<file path="config.mk">
export PLATFORM = sky130hd
export DESIGN_NAME = mseries_check
export DESIGN_NICKNAME = d
export VERILOG_FILES = /design/src/rtl/mseries_check.sv
export SDC_FILE = /design/constraint.sdc
export NUM_CORES = 1
export LEC_CHECK = 0
export BUFFER_PORTS_ARGS = -buffer_cell sky130_fd_sc_hd__buf_2
export CAP_MARGIN = 20
export CELL_PAD_IN_SITES_DETAIL_PLACEMENT = 1
export CELL_PAD_IN_SITES_GLOBAL_PLACEMENT = 1
export CORE_ASPECT_RATIO = 1.1
export CORE_MARGIN = 3
export CORE_UTILIZATION = 30
export CTS_CLUSTER_SIZE = 28
export DETAILED_ROUTE_END_ITERATION = 10
export GPL_ROUTABILITY_DRIVEN = 0
export PLACE_DENSITY_LB_ADDON = 0.2
export SKIP_CTS_REPAIR_TIMING = 1
export SLEW_MARGIN = 25
export SYNTH_ARGS = -nofsm -noshare
export SYNTH_HDL_FRONTEND = slang
export SYNTH_SLANG_ARGS = --single-unit
</file>
<file path="constraint.sdc">
create_clock -name clk_sig -period 2.1 [get_ports clk_sig]
set_input_delay 0.21 -clock clk_sig [delete_from_list [all_inputs] [get_ports clk_sig]]
set_output_delay 0.21 -clock clk_sig [all_outputs]
set_load 0.05 [all_outputs]
</file>
<file path="src/rtl/mseries_check.sv">
// mseries_check: locks onto a received maximal-length (M-)sequence and
// counts bit errors once locked.
//
// The checker first loads M received bits into a local generator register,
// then verifies that LOCK_N consecutive received bits match the generator's
// prediction. Once locked, the generator free-runs: it feeds back its own
// predicted bit, so a single flipped input bit shows up as exactly one
// error. If LOSS_N errors land inside one WIN_LEN-bit window, lock is
// dropped and the fill/verify process starts again.
//
// Parameters:
//   M        sequence order (2..16), selects the feedback taps
//   LOCK_N   consecutive correct predictions needed to declare lock
//   LOSS_N   errors within one window that force loss of lock
//   WIN_LEN  loss-detection window length in valid bits
//   CNT_W    width of err_cnt and bit_cnt
//
// Ports:
//   clk_sig   in   sole clock, rising edge
//   rst_sig   in   synchronous active-low reset
//   in_valid  in   in_sig is sampled on this edge; nothing advances without it
//   in_sig    in   received sequence bit
//   clr_sig   in   synchronous clear of err_cnt and bit_cnt
//   lock_sig  out  registered, high exactly while locked
//   err_sig   out  one-cycle pulse per bit error seen while locked
//   err_cnt   out  saturating count of errors seen while locked
//   bit_cnt   out  saturating count of valid bits checked while locked

module mseries_check #(
   parameter int M       = 4,
   parameter int LOCK_N  = 8,
   parameter int LOSS_N  = 4,
   parameter int WIN_LEN = 64,
   parameter int CNT_W   = 16
) (
   input  logic             clk_sig,
   input  logic             rst_sig,
   input  logic             in_valid,
   input  logic             in_sig,
   input  logic             clr_sig,
   output logic             lock_sig,
   output logic             err_sig,
   output logic [CNT_W-1:0] err_cnt,
   output logic [CNT_W-1:0] bit_cnt
);

   typedef enum logic [1:0] {ST_FILL, ST_VERIFY, ST_LOCKED} state_t;

   localparam int FILL_W  = $clog2(M + 1);
   localparam int MATCH_W = $clog2(LOCK_N + 1);
   localparam int WIN_W   = $clog2(WIN_LEN + 1);
   localparam int WERR_W  = $clog2(LOSS_N + 1);

   localparam logic [CNT_W-1:0] CNT_MAX = {CNT_W{1'b1}};

   // Feedback tap mask for each supported order; bit k set means r[k] is a tap.
   function automatic logic [15:0] tap_mask(input int order);
      case (order)
         2:       return 16'h0003;
         3:       return 16'h0006;
         4:       return 16'h000C;
         5:       return 16'h0014;
         6:       return 16'h0030;
         7:       return 16'h0048;
         8:       return 16'h00B8;
         9:       return 16'h0110;
         10:      return 16'h0240;
         11:      return 16'h0500;
         12:      return 16'h0CA0;
         13:      return 16'h1B00;
         14:      return 16'h3088;
         15:      return 16'h6000;
         16:      return 16'hD008;
         default: return 16'h0000;
      endcase
   endfunction

   localparam logic [15:0]  TAP_ALL = tap_mask(M);
   localparam logic [M-1:0] TAPS    = TAP_ALL[M-1:0];

   state_t               state_q, state_d;
   logic [M-1:0]         r_q, r_d;
   logic [FILL_W-1:0]    fill_q, fill_d;
   logic [MATCH_W-1:0]   match_q, match_d;
   logic [WIN_W-1:0]     win_pos_q, win_pos_d;
   logic [WERR_W-1:0]    win_err_q, win_err_d;
   logic                 lock_q, lock_d;
   logic                 err_q, err_d;
   logic [CNT_W-1:0]     err_cnt_q, err_cnt_d;
   logic [CNT_W-1:0]     bit_cnt_q, bit_cnt_d;

   logic p;
   logic mismatch;
   logic win_wrap;

   assign p        = ^(r_q & TAPS);
   assign mismatch = (in_sig != p);
   assign win_wrap = (win_pos_q == WIN_W'(WIN_LEN - 1));

   // State register: every flop in the block, reset to the fill state with an
   // all-ones generator so the register is never stuck at zero after reset.
   always_ff @(posedge clk_sig) begin
      if (!rst_sig) begin
         state_q   <= ST_FILL;
         r_q       <= '1;
         fill_q    <= '0;
         match_q   <= '0;
         win_pos_q <= '0;
         win_err_q <= '0;
         lock_q    <= 1'b0;
         err_q     <= 1'b0;
         err_cnt_q <= '0;
         bit_cnt_q <= '0;
      end else begin
         state_q   <= state_d;
         r_q       <= r_d;
         fill_q    <= fill_d;
         match_q   <= match_d;
         win_pos_q <= win_pos_d;
         win_err_q <= win_err_d;
         lock_q    <= lock_d;
         err_q     <= err_d;
         err_cnt_q <= err_cnt_d;
         bit_cnt_q <= bit_cnt_d;
      end
   end

   // Next-state logic. Only valid cycles move the state, the generator or
   // the fill/match/window counts. While locked the generator shifts in its
   // own prediction rather than the input. A match against an all-zero
   // register does not count, since that is the degenerate lock-up state.
   // An error on the last bit of a window still counts toward loss before
   // the window restarts.
   always_comb begin
      state_d   = state_q;
      r_d       = r_q;
      fill_d    = fill_q;
      match_d   = match_q;
      win_pos_d = win_pos_q;
      win_err_d = win_err_q;
      if (in_valid) begin
         case (state_q)
            ST_FILL: begin
               r_d = {r_q[M-2:0], in_sig};
               if (fill_q == FILL_W'(M - 1)) begin
                  state_d = ST_VERIFY;
                  fill_d  = '0;
                  match_d = '0;
               end else begin
                  fill_d = fill_q + FILL_W'(1);
               end
            end
            ST_VERIFY: begin
               r_d = {r_q[M-2:0], in_sig};
               if (!mismatch && (r_q != '0)) begin
                  if (match_q == MATCH_W'(LOCK_N - 1)) begin
                     state_d   = ST_LOCKED;
                     match_d   = '0;
                     win_pos_d = '0;
                     win_err_d = '0;
                  end else begin
                     match_d = match_q + MATCH_W'(1);
                  end
               end else begin
                  match_d = '0;
               end
            end
            ST_LOCKED: begin
               r_d       = {r_q[M-2:0], p};
               win_pos_d = win_wrap ? '0 : win_pos_q + WIN_W'(1);
               if (mismatch && (win_err_q == WERR_W'(LOSS_N - 1))) begin
                  state_d   = ST_FILL;
                  fill_d    = '0;
                  match_d   = '0;
                  win_pos_d = '0;
                  win_err_d = '0;
               end else if (win_wrap) begin
                  win_err_d = '0;
               end else if (mismatch) begin
                  win_err_d = win_err_q + WERR_W'(1);
               end
            end
            default: begin
               state_d = ST_FILL;
               fill_d  = '0;
               match_d = '0;
            end
         endcase
      end
   end

   // Output logic. lock follows the next state so the registered flag is high
   // exactly while the state is locked. The error pulse is rebuilt every cycle
   // so it lasts one cycle even across stalls. Clear wins over increment, and
   // both counters stick at all-ones.
   always_comb begin
      lock_d    = (state_d == ST_LOCKED);
      err_d     = in_valid && (state_q == ST_LOCKED) && mismatch;
      err_cnt_d = err_cnt_q;
      bit_cnt_d = bit_cnt_q;
      if (clr_sig) begin
         err_cnt_d = '0;
         bit_cnt_d = '0;
      end else begin
         if (err_d && (err_cnt_q != CNT_MAX)) begin
            err_cnt_d = err_cnt_q + CNT_W'(1);
         end
         if (in_valid && (state_q == ST_LOCKED) && (bit_cnt_q != CNT_MAX)) begin
            bit_cnt_d = bit_cnt_q + CNT_W'(1);
         end
      end
   end

   assign lock_sig = lock_q;
   assign err_sig  = err_q;
   assign err_cnt  = err_cnt_q;
   assign bit_cnt  = bit_cnt_q;

endmodule

</file>
==> impl_metrics.json, run 1 <==
{
  "status": "completed",
  "die_w_um": 104,
  "synth.area.top_cells": "dfxtp_1 (36%), nand2_1 (5.7%), mux2i_1 (5.1%)",
  "port_buffers": 38,
  "hold_path_class": "input port to flip-flop",
  "synth-compound-area-share": 0.209,
  "ys_dominant_reg_cell": "dfxtp_1",
  "drv_slew": 0,
  "ant_nets": 0,
  "critPathBufInv": 2,
  "path_delay_family": "compound AO/OA/AOI/OAI gates",
  "stdcell_count": 568,
  "start_kind": "flip-flop",
  "grt_max_degree": 22,
  "initial_utilization": 0.314,
  "die_h_um": 114,
  "clkLatencyLatePin_ns": 0.34,
  "hpwlAfterDp_um": 6450,
  "nFillCells": 1241,
  "synthMuxAreaShare": 0.0506,
  "yosys.cell_types.count": 60,
  "synth_fa_ha_area_frac": 0.0474,
  "syn_to_final_growth_pct": 22.3,
  "max_slew_margin": 0.483,
  "antenna_found_initial": 0,
  "period_share": 0.950,
  "dpl_cell_area_um2": 3630,
  "rows": 38,
  "final_core_util": 0.384,
  "power.leakage_nw": 1.50,
  "clock_path_buffers": 2,
  "synthSimpleGateAreaFrac": 0.290,
  "synth_xor_xnor_area_share": 0.00553,
  "tightest_slew_ns": 0.776,
  "multiInputGateArea_um2": 1940,
  "yosys_warnings": 0,
  "critPathMaxFanout": 7,
  "synth_top_family_by_area": "simple AND/OR/NAND/NOR gates",
  "finalInstanceArea_um2": 3870,
  "drt-initial-drc-count": 82,
  "dp_cells": 549,
  "irDropWorstVdd_v": 0.000268,
  "required_ns": 2.33,
  "synthArstFlopShare": 0,
  "finalHoldViolations": 0,
  "ys_seq_area_frac": 0.360,
  "wl_per_cell_um": 15.7,
  "htree_levels": 3,
  "cp-startpoint": "r_q[2]",
  "via_count": 3032,
  "cts_made_buffers": 9,
  "synth_cells": 365,
  "grt_pass1_wl_um": 15100,
  "drc": 0,
  "cts.reportedPaths.clkPinSlew_ns": 0.07,
  "crit_path_top_delay_cell": "o32a_4",
  "fin_crit_ns": 1.99,
  "grt_overflow": 0,
  "setup_viol": 0,
  "synthTopCellsByCount": "dfxtp_1 (57), nand2_1 (48), a21oi_1 (25)",
  "finClkSkew_ns": 0.00906,
  "slowest_delay_ns": 0.40,
  "syn_area_per_cell_um2": 8.68,
  "nets": 440,
  "drive_gt1_frac": 0.238,
  "grt_usage": 0.155,
  "crit_arrival_ns": 2.22,
  "grt_pass1_vias": 3090,
  "cts_tree": "done",
  "antennaDiodeCount": 0,
  "synth_area_um2": 3170,
  "clockRootBuffer": "clkbuf_8",
  "crit_chain": "inv_1 > ha_4 > xor2_2 > buf_4 > o32a_4 > a211o_1 > a32o_1",
  "hp-start": "in_sig",
  "vias_per_cell": 5.34,
  "synth_top_cell_area_share": 0.360,
  "max_freq_mhz": 501,
  "drv_cap": 0,
  "synth_nets": 382,
  "cp-end-kind": "flip-flop",
  "yosys_register_bits": 57,
  "setup_tns_ns": 0,
  "yosysMostFrequentCell": "dfxtp_1",
  "yosys.area.top_type": "dfxtp_1",
  "cts_sinks": 57,
  "crit_type": "flip-flop to flip-flop",
  "r2r-start": "r_q[2]",
  "p_total_mw": 2.25,
  "drt_first_pass_iters": 4,
  "dieArea_um2": 11800,
  "fp.coreArea_um2": 10100,
  "io_pins": 39,
  "p_per_area_nw_per_um2": 580,
  "register_area_um2": 1140,
  "synth_edf_count": 0,
  "routed_wl_um": 8940
}
-- where the power goes --
group / switching (mW) / internal (mW)
sequential: 0.00422 / 1.09
combinational: 0.0745 / 0.0476
clock: 0.453 / 0.578
total: 0.532 / 1.71
-- cell families (layout without fill, tap and decap cells) --
kind of cell,count (synthesis),in the layout
DFF,57,57
and+or+nand+nor,155,155
xor gates and xnor gates,2,2
AOI/OAI and AO/OA,95,95
buffers and inverters,28,91
muxes,16,16
adders and majority gates,12,12
-- registers in the layout (all words and copies together) (netlist names) --
name	flops
bit_cnt	16
err_cnt	16
err_sig	1
fill_q	3
lock_sig	1
match_q	4
r_q	4
state_q	2
win_err_q	3
win_pos_q	7
-- tightest hold or removal path: stages --
cell and delay (ns):
buf_2 0.14, mux2i_1 0.08, o211ai_1 0.14
-- final cells by class --
type                            count  area share
Multi-Input combinational cell    280       0.500
Sequential cell                    57       0.295
Timing Repair Buffer               64       0.100
Tap cell                          140      0.0452
Clock buffer                       13      0.0384
Inverter                           11      0.0107
Clock inverter                      3      0.0103
-- per-layer routing --
layer | wire (um) | vias to the layer above | track usage
li1 | - | 1498 | -
met1 | 4080 | 1474 | 0.184
met2 | 4440 | 45 | 0.272
met3 | 243 | 15 | 0.0379
met4 | 184 | 0 | 0.0603
met5 | 0 | - | 0
-- per-stage QoR --
stage	hold WS, ns	worst slack, ns
2_1_floorplan	0.407	0.107
3_3_place_gp	0.423	0.0759
3_5_place_dp	0.429	-0.0435
4_1_cts	0.225	-0.0690
5_1_grt	0.293	-0.00708
6_report	0.265	0.106
-- cell usage in the layout (no fill, tap or decap), drive strengths merged, types with 2 or more instances in the layout --
cell type   n
mux2i      16
clkinv      2
nor2       11
o21a        2
buf        64
nand3b      2
o211ai      4
nand3      10
and3       10
and2        6
o41ai       2
a32o        3
or4        11
nor2b       3
inv        11
a2111o      2
nand4b      2
nand4      11
nand2b      5
or3         4
and4        5
o31ai       9
nand2      48
or2        11
o2bb2ai     2
ha         12
clkbuf     13
a31oi       4
a21oi      26
o21ai      16
nor3        8
dfxtp      57
a211oi     11
nor3b       4
-- path summary, 6_finish.rpt --
path / to / slack [ns] / cells after the start
hold / removal: r_q[0] / 0.26 / 3
setup / recovery: win_pos_q[4] / 0.11 / 7
setup reg to reg: win_pos_q[4] / 0.11 / 7
hold reg to reg: win_pos_q[6] / 0.44 / 2
Note: power is estimated with default switching activity, not from simulation.
==> run 2: changes to the inputs <==
--- a/config.mk
+++ b/config.mk
@@ -12,6 +12,7 @@
 export CORE_ASPECT_RATIO = 1.1
 export CORE_MARGIN = 3
 export CORE_UTILIZATION = 30
+export CTS_BUF_LIST = sky130_fd_sc_hd__clkbuf_8
 export CTS_CLUSTER_SIZE = 28
 export DETAILED_ROUTE_END_ITERATION = 10
 export GPL_ROUTABILITY_DRIVEN = 0
==> impl_metrics.json, run 2 (synthesized netlist as in run 1, its figures left out) <==
{
  "drv_slew": 0,
  "cts_sinks": 57,
  "grt_pass1_wl_um": 15100,
  "r2r-start": "r_q[2]",
  "grt_max_degree": 22,
  "hold_path_class": "input port to flip-flop",
  "cts_made_buffers": 9,
  "irDropWorstVdd_v": 0.000268,
  "initial_utilization": 0.314,
  "max_slew_margin": 0.484,
  "clockRootBuffer": "clkbuf_8",
  "r2r_slack_ns": 0.11,
  "dp_slack_ns": -0.0435,
  "required_ns": 2.33,
  "stdcell_count": 568,
  "nets": 440,
  "crit_chain": "inv_1 > ha_4 > xor2_2 > buf_4 > o32a_4 > a211o_1 > a32o_1",
  "setup_tns_ns": 0,
  "port_buffers": 38,
  "via_count": 3025,
  "cp-end-kind": "flip-flop",
  "worst_slack_ns": 0.106,
  "p_per_area_nw_per_um2": 575,
  "clock_path_buffers": 2,
  "die_h_um": 114,
  "crit_type": "flip-flop to flip-flop",
  "max_freq_mhz": 501,
  "fp.coreArea_um2": 10100,
  "cts.reportedPaths.clkPinSlew_ns": 0.07,
  "start_kind": "flip-flop",
  "die_w_um": 104,
  "grt_pass1_vias": 3090,
  "cp-startpoint": "r_q[2]",
  "fin_crit_ns": 1.99,
  "tightest_slew_ns": 0.773,
  "drt_first_pass_iters": 4,
  "dp_cells": 549,
  "finClkSkew_ns": 0.00940,
  "grt_usage": 0.155,
  "antennaDiodeCount": 0,
  "r2r_cells": 7,
  "io_pins": 39,
  "cts_tree": "done",
  "syn_to_final_growth_pct": 22.3,
  "drv_cap": 0,
  "status": "completed",
  "r2r_end": "win_pos_q[4]",
  "crit_arrival_ns": 2.22,
  "vias_per_cell": 5.33,
  "antenna_found_initial": 0,
  "wl_per_cell_um": 15.7,
  "drt-initial-drc-count": 83,
  "drc": 0,
  "htree_levels": 3,
  "finalHoldViolations": 0,
  "dieArea_um2": 11800,
  "crit_end": "win_pos_q[4]",
  "crit_path_top_delay_cell": "o32a_4",
  "ant_nets": 0,
  "dpl_cell_area_um2": 3630,
  "critPathMaxFanout": 7,
  "grt_overflow": 0,
  "slowest_delay_ns": 0.40,
  "routed_wl_um": 8910,
  "rows": 38,
  "hpwlAfterDp_um": 6450,
  "setup_viol": 0,
  "final_cell_mix": "dfxtp_1 (57), nand2_1 (48), buf_2 (38)",
  "final_core_util": 0.384,
  "drive_gt1_frac": 0.238,
  "power.leakage_nw": 1.51,
  "clkLatencyLatePin_ns": 0.34,
  "layout.cells.most_common": "dfxtp_1",
  "finalInstanceArea_um2": 3870,
  "period_share": 0.950
}
## run 2: cell count changes in the layout (fill, tap and decap cells not counted)
cell / previous run / this run
clkbuf_1: 3 / 0
inv_1: 11 / 14
## run 2: worst min-delay path by stage
stage                      start           end  slack [ns]  cells past startpoint
CTS                       in_sig        r_q[0]        0.23                      3
finish                    in_sig        r_q[0]        0.26                      3
global route             rst_sig        r_q[2]        0.29                      3
floorplan           win_pos_q[6]  win_pos_q[6]        0.41                      2
detailed placement  win_pos_q[6]  win_pos_q[6]        0.43                      2
global placement    win_pos_q[6]  win_pos_q[6]        0.42                      2
## run 2: per-stage QoR
step / total power [mW] / hold WS [ns]
final: 2.23 / 0.265
after global routing: 2.33 / 0.293
after detailed placement: 1.23 / 0.429
after floorplan: 1.19 / 0.407
after global placement: 1.23 / 0.423
after CTS: 2.26 / 0.225
## run 2: layout make-up
type,count,area (um^2)
fill,1241,6210
multi-input combinational,280,1940
sequential,57,1140
timing repair buffer,64,389
tap,140,175
clock buffer,10,138
clock inverter,6,51.3
inverter,11,41.3
## run 2: per-layer routing
layer | global-route usage | routed length (um) | vias to the layer above
li1 | - | - | 1498
met1 | 0.184 | 4050 | 1470
met2 | 0.272 | 4430 | 42
met3 | 0.0379 | 250 | 15
met4 | 0.0603 | 184 | 0
met5 | 0 | 0 | -
## run 2: critical path, delay by kind of cell (launching register included)
| family | cells | cell delay [ns] |
|---|---|---|
| adders and majority gates | 1 | 0.24 |
| AOI/OAI and AO/OA | 3 | 0.92 |
| DFF | 1 | 0.30 |
| xor gates and xnor gates | 1 | 0.14 |
| buffers and inverters | 2 | 0.28 |
## run 2: power breakdown
part,switching (mW),internal (mW)
Clock,0.449,0.564
Combinational,0.0744,0.0476
Sequential,0.00422,1.09
